--- config.mk ---
export PLATFORM = sky130hd
export DESIGN_NAME = stdp_update_sched_flat
export DESIGN_NICKNAME = d
export VERILOG_FILES = /design/src/rtl/stdp_upd_if.sv /design/src/rtl/stdp_update_sched.sv /design/src/flat_wrapper.sv
export SDC_FILE = /design/constraint.sdc
export NUM_CORES = 1
export LEC_CHECK = 0
export CORE_MARGIN = 10
export CORE_UTILIZATION = 40
export CTS_BUF_LIST = sky130_fd_sc_hd__clkbuf_16
export DETAILED_ROUTE_END_ITERATION = 16
export GPL_TIMING_DRIVEN = 0
export PLACE_DENSITY = 0.57
export SYNTH_ARGS = -nofsm -noshare
export SYNTH_HDL_FRONTEND = slang
export SYNTH_SLANG_ARGS = --single-unit
export TNS_END_PERCENT = 30
--- constraint.sdc ---
create_clock -name clk -period 5.6 [get_ports clk]
set_input_delay 1.12 -clock clk [delete_from_list [all_inputs] [get_ports clk]]
set_output_delay 1.12 -clock clk [all_outputs]
set_load 0.05 [all_outputs]
--- src/rtl/stdp_upd_if.sv ---
// Weight-update request channel: valid/ready handshake carrying synapse index,
// spike-time difference and potentiation/depression flag.
interface stdp_upd_if #(
    parameter int TW = 4,
    parameter int IW = 2
);
    logic          upd_valid;
    logic          upd_ready;
    logic [IW-1:0] upd_idx;
    logic [TW-1:0] upd_dt;
    logic          upd_ltp;

    modport master (output upd_valid, output upd_idx, output upd_dt, output upd_ltp,
                    input  upd_ready);
    modport slave  (input  upd_valid, input  upd_idx, input  upd_dt, input  upd_ltp,
                    output upd_ready);
endinterface

--- src/rtl/stdp_update_sched.sv ---
// STDP event scheduler: per-synapse spike timers, one pending update per synapse,
// round-robin serialisation onto one update port. Define STDP_LTD_EN to enable LTD events.
module stdp_update_sched #(
    parameter int NUM_PRE = 4,
    parameter int TW      = 4,
    parameter int IW      = 2
) (
    input  logic               clk,
    input  logic               rst_n,
    input  logic [NUM_PRE-1:0] pre_spike,
    input  logic               post_spike,
    stdp_upd_if.master         upd,
    output logic               busy,
    output logic [7:0]         drop_cnt
);
    localparam logic [TW-1:0] TMAX = '1;

    typedef enum logic {S_IDLE, S_OFFER} state_t;

    state_t               state_reg;
    logic                 valid_reg;
    logic [IW-1:0]        idx_reg;
    logic [TW-1:0]        dt_reg;
    logic                 ltp_reg;
    logic [IW-1:0]        rr_reg;
    logic [NUM_PRE-1:0]   pend_reg;
    logic [TW-1:0]        pdt_reg [NUM_PRE];
    logic                 pltp_reg [NUM_PRE];
    logic [TW-1:0]        pt_reg [NUM_PRE];
    logic [TW-1:0]        qt_reg;
    logic [7:0]           drop_reg;

    logic [NUM_PRE-1:0]   tie, ltp_ev, ltd_ev, ev, ev_ltp;
    logic [TW-1:0]        ev_dt [NUM_PRE];
    logic                 found;
    logic [IW-1:0]        gidx;
    logic [NUM_PRE-1:0]   grant_vec;
    logic [4:0]           ovf_cnt;
    logic [8:0]           drop_sum;
    logic [7:0]           drop_next;

    function automatic logic [TW-1:0] sat_inc(input logic [TW-1:0] v);
        return (v == TMAX) ? v : v + TW'(1);
    endfunction

    // Event detection works on the timer values held at the start of the cycle.
    for (genvar gi = 0; gi < NUM_PRE; gi++) begin : g_event
        assign tie[gi]    = pre_spike[gi] & post_spike;
        assign ltp_ev[gi] = post_spike & (pt_reg[gi] != TMAX);
`ifdef STDP_LTD_EN
        assign ltd_ev[gi] = pre_spike[gi] & (qt_reg != TMAX);
`else
        assign ltd_ev[gi] = 1'b0;
`endif
        assign ev[gi]     = tie[gi] | ltp_ev[gi] | ltd_ev[gi];
        assign ev_ltp[gi] = tie[gi] | ltp_ev[gi];
        assign ev_dt[gi]  = tie[gi] ? '0 : (ltp_ev[gi] ? pt_reg[gi] : qt_reg);
    end

    // Round-robin search starts one past the last granted channel.
    always_comb begin
        int c;
        found = 1'b0;
        gidx  = '0;
        c     = 0;
        for (int k = 1; k <= NUM_PRE; k++) begin
            c = int'(rr_reg) + k;
            if (c >= NUM_PRE) c = c - NUM_PRE;
            if (!found && pend_reg[c[IW-1:0]]) begin
                found = 1'b1;
                gidx  = c[IW-1:0];
            end
        end
    end

    always_comb begin
        grant_vec = '0;
        if (state_reg == S_IDLE && found) grant_vec[gidx] = 1'b1;
    end

    // A pending entry consumed by a grant on this edge is not lost when re-armed.
    always_comb begin
        ovf_cnt = '0;
        for (int i = 0; i < NUM_PRE; i++) begin
            if (ev[i] && pend_reg[i] && !grant_vec[i]) ovf_cnt = ovf_cnt + 5'd1;
        end
        drop_sum  = {1'b0, drop_reg} + {4'b0, ovf_cnt};
        drop_next = drop_sum[8] ? 8'hFF : drop_sum[7:0];
    end

    always_ff @(posedge clk) begin
        if (!rst_n) begin
            state_reg <= S_IDLE;
            valid_reg <= 1'b0;
            idx_reg   <= '0;
            dt_reg    <= '0;
            ltp_reg   <= 1'b0;
            rr_reg    <= IW'(NUM_PRE - 1);
            pend_reg  <= '0;
            qt_reg    <= TMAX;
            drop_reg  <= '0;
            for (int i = 0; i < NUM_PRE; i++) begin
                pt_reg[i]   <= TMAX;
                pdt_reg[i]  <= '0;
                pltp_reg[i] <= 1'b0;
            end
        end else begin
            qt_reg <= post_spike ? '0 : sat_inc(qt_reg);
            for (int i = 0; i < NUM_PRE; i++) begin
                pt_reg[i] <= pre_spike[i] ? '0 : sat_inc(pt_reg[i]);
                if (ev[i]) begin
                    pdt_reg[i]  <= ev_dt[i];
                    pltp_reg[i] <= ev_ltp[i];
                end
            end
            pend_reg <= (pend_reg & ~grant_vec) | ev;
            drop_reg <= drop_next;

            case (state_reg)
                S_IDLE: begin
                    if (found) begin
                        valid_reg <= 1'b1;
                        idx_reg   <= gidx;
                        dt_reg    <= pdt_reg[gidx];
                        ltp_reg   <= pltp_reg[gidx];
                        rr_reg    <= gidx;
                        state_reg <= S_OFFER;
                    end
                end
                S_OFFER: begin
                    if (upd.upd_ready) begin
                        valid_reg <= 1'b0;
                        state_reg <= S_IDLE;
                    end
                end
                default: state_reg <= S_IDLE;
            endcase
        end
    end

    // Payload is held after the handshake; reset clears it (upd_ltp included).
    assign upd.upd_valid = valid_reg;
    assign upd.upd_idx   = idx_reg;
    assign upd.upd_dt    = dt_reg;
    assign upd.upd_ltp   = ltp_reg;
    assign busy          = valid_reg | (|pend_reg);
    assign drop_cnt      = drop_reg;
endmodule

--- src/flat_wrapper.sv ---
// flat-port wrapper written by rule: the top's interface ports become plain ports
module stdp_update_sched_flat 
#(
    parameter int NUM_PRE = 4,
    parameter int TW      = 4,
    parameter int IW      = 2
)
  (clk, rst_n, pre_spike, post_spike, busy, drop_cnt, upd_upd_valid, upd_upd_idx, upd_upd_dt, upd_upd_ltp, upd_upd_ready);
  stdp_upd_if #(.TW(TW), .IW(IW)) upd_i ();
  input  logic clk;
  input  logic rst_n;
  input  logic [NUM_PRE-1:0] pre_spike;
  input  logic post_spike;
  output logic busy;
  output logic [7:0] drop_cnt;
  output wire logic [$bits(upd_i.upd_valid)-1:0] upd_upd_valid;
  output wire logic [$bits(upd_i.upd_idx)-1:0] upd_upd_idx;
  output wire logic [$bits(upd_i.upd_dt)-1:0] upd_upd_dt;
  output wire logic [$bits(upd_i.upd_ltp)-1:0] upd_upd_ltp;
  input wire logic [$bits(upd_i.upd_ready)-1:0] upd_upd_ready;
  assign upd_upd_valid = upd_i.upd_valid;
  assign upd_upd_idx = upd_i.upd_idx;
  assign upd_upd_dt = upd_i.upd_dt;
  assign upd_upd_ltp = upd_i.upd_ltp;
  assign upd_i.upd_ready = upd_upd_ready;
  stdp_update_sched #(.NUM_PRE(NUM_PRE), .TW(TW), .IW(IW)) u_core (.clk(clk), .rst_n(rst_n), .pre_spike(pre_spike), .post_spike(post_spike), .upd(upd_i), .busy(busy), .drop_cnt(drop_cnt));
endmodule
==> out/summary.txt <==
status: completed
Routed Antenna Nets: 0
Setup Buffers After CTS: 0
setup TNS: 0 ps
Die Ht: 105 um
Main synth FF type: dfxtp_1
GPL Wtd Cong: 0.752
register area share after synthesis: 47.0%
Arrival @ worst endpoint: 4750 ps
Synth area leaders: dfxtp_1 29%, edfxtp_1 18%, mux2i_1 4.9%, ha_1 4.8%, o21ai_0 3.8%
CTS tree: yes
unrepaired setup endpoints after global routing: false
Final Skew: 6.56 ps
peak supply drop: 0.000171 V
cell area after synthesis: 2870 um^2
# fillers: 675
antenna violations before repair: 0
Worst Setup End Kind: register
Post-Route WL: 6030 um
WHS: 456 ps
initial core utilization: 41.6%
non-filler instance count after layout: 430
diodes inserted: 0
largest net degree at the start of global routing: 11
Die Area: 11000 um^2
drt initial violations: 58
layout cells sized above 1: 8.68%
Final period util: 80.8%
Synth Instances: 296
Finish-stage setup viols: 0
worst hold path class: reg -> reg
CTS Sinks: 59
Mapped Avg Cell Area: 9.71 um^2
max-cap violation count: 0
Post-synth EDFFs: 17
Worst Max-Slew Pin Slew: 609 ps
WP buf/inv: 2
post-layout util: 51.4%
Layout Nets: 349
Ports: 25
Yosys warnings: 0
Synth async-reset ratio: 0%
Rows: 30
Via density: 5.09
delay-heaviest family, CP: compound AO/OA/AOI/OAI gates
total CTS buffers: 9
die extent in x: 105 um
final routed DRC violation total: 0
flop2flop setup slack: 1420 ps
CTS clock-pin slew for the worst setup and hold paths: 50 ps
CP Launch Type: primary input
pwr/cell area: 404 nW/um^2
clock tree buffer depth: 2
Total GRT Usage: 11.5%
commonest non-fill, non-tap cell in the layout: dfxtp_1
Synth cell types: 48
Crit Path Category: in -> reg
Finished Cell Area: 3550 um^2
Fin. Hold Viols: 0
post-CTS sizing: 0
Cell Area, Placed: 3210 um^2
clk_lat worst skew: 320 ps
1st-pass router iterations: 4
crit-path cells: clkdlybuf4s50_1 > o21ai_0 > or2_1 > inv_1 > ha_1 > xor2_1 > ha_1 > mux2_4 > ha_1 > a21o_1 > a21oi_1 > nor2b_1 > o2111ai_1 > nor3_1 > a211oi_1
P&R area growth vs syn: 23.4%
WP data required: 5830 ps
highest-count cells in the layout ignoring fill and taps: 42 x dfxtp_1, 22 x nor2_1, 22 x o21ai_0, 22 x clkdlybuf4s50_1
Seq cells post-synth: 59
CTS H-tree depth: 3
first-pass GRT wire length: 10400 um
CTS Root Cell: clkbuf_16
Crit path top cell by count: ha_1
minimum clock period: 4530 ps
via count: 2187
CP max FO: 7
I/O Buffers: 22
synthesized netlist net count: 316
fmax: 221 MHz
total grt overflow: 0
dpl cells: 414
Yosys top cell by area: dfxtp_1
count of final max-slew check failures: 0
max incr delay on CP: 530 ps
DP Wirelength: 4460 um
top-area cell type share of the netlist area: 29.3%
slowest CP cell: clkdlybuf4s50_1
Slew headroom: 59.0%
hold_buf cts: 0
leakage power: 1.43 nW
core area: 6910 um^2
WL/cell: 14.0 um
vias in the first global route: 2190
-- metal layers --
layer | wire length, um | up-vias | track usage [%]
li1 | - | 1112 | -
met1 | 2760 | 1047 | 13.1
met2 | 2960 | 22 | 19.1
met3 | 212 | 6 | 3.93
met4 | 93 | 0 | 5.00
met5 | 0 | - | 0
-- cells in the mapped netlist (2+ instances only) --
cell,count
a211oi_1,2
a21o_1,2
a21oi_1,20
a22o_1,5
and2_1,15
buf_4,2
clkbuf_1,6
dfxtp_1,42
edfxtp_1,17
ha_1,11
inv_1,10
mux2_2,2
mux2i_1,14
nand2_1,20
nand2b_1,12
nand3_1,15
nor2_1,22
nor2b_1,4
nor3_1,5
nor3b_1,4
o2111ai_1,2
o21ai_0,22
o21ai_1,5
o31ai_1,5
xnor2_1,6
xor2_1,4
-- worst reg2reg max path: cells and delay by family (launching register included) --
kind | cells | cell delay (ps)
compound gates | 5 | 930
xor+xnor | 1 | 250
fa+ha+maj | 3 | 790
buf+inv | 2 | 270
flops | 1 | 360
mux | 1 | 280
simple gates | 5 | 1210
-- path summary, 6_finish.rpt --
path                      startpoint  cells after the start                 end
setup / recovery        pre_spike[1]                     15  u_core.drop_cnt[7]
setup reg to reg  u_core.pend_reg[1]                     17  u_core.drop_cnt[7]
hold / removal    u_core.pltp_reg[1]                      2  u_core.pltp_reg[1]
hold reg to reg   u_core.pltp_reg[1]                      2  u_core.pltp_reg[1]
-- layout make-up --
type | instances | area [um^2] | area share (%)
Buffer | 10 | 53.8 | 1.52
Sequential cell | 59 | 1350 | 38.1
Clock buffer | 9 | 225 | 6.35
Multi-Input combinational cell | 216 | 1430 | 40.2
Tap cell | 96 | 120 | 3.39
Inverter | 11 | 41.3 | 1.16
Clock inverter | 7 | 108 | 3.03
Timing Repair Buffer | 22 | 220 | 6.21
-- power breakdown --
part / internal (mW) / switching [mW] / total [mW] / leakage (nW)
logic: 0.123 / 0.176 / 0.299 / 0.723
clock network: 0.429 / 0.182 / 0.611 / 0.168
registers: 0.487 / 0.0353 / 0.522 / 0.536
-- metrics by stage --
stage / total power, mW / setup WS [ps]
after global routing: 1.50 / 779
after detailed placement: 0.833 / 770
after CTS: 1.45 / 1070
after floorplan: 0.750 / 1650
final: 1.43 / 1070
after global placement: 0.828 / 825
-- cells by family after synthesis --
kind of cell	Yosys count	share of synthesized area, %
other	1	0.130
AND/OR/NAND/NOR	106	18.9
buffers and inverters	21	3.31
AO/OA/AOI/OAI	70	15.9
XOR/XNOR	10	3.05
multiplexers	17	6.18
flip-flops	59	47.0
adder cells (fa/ha/maj)	12	5.49
No activity file was read; power rests on OpenSTA's default activity.
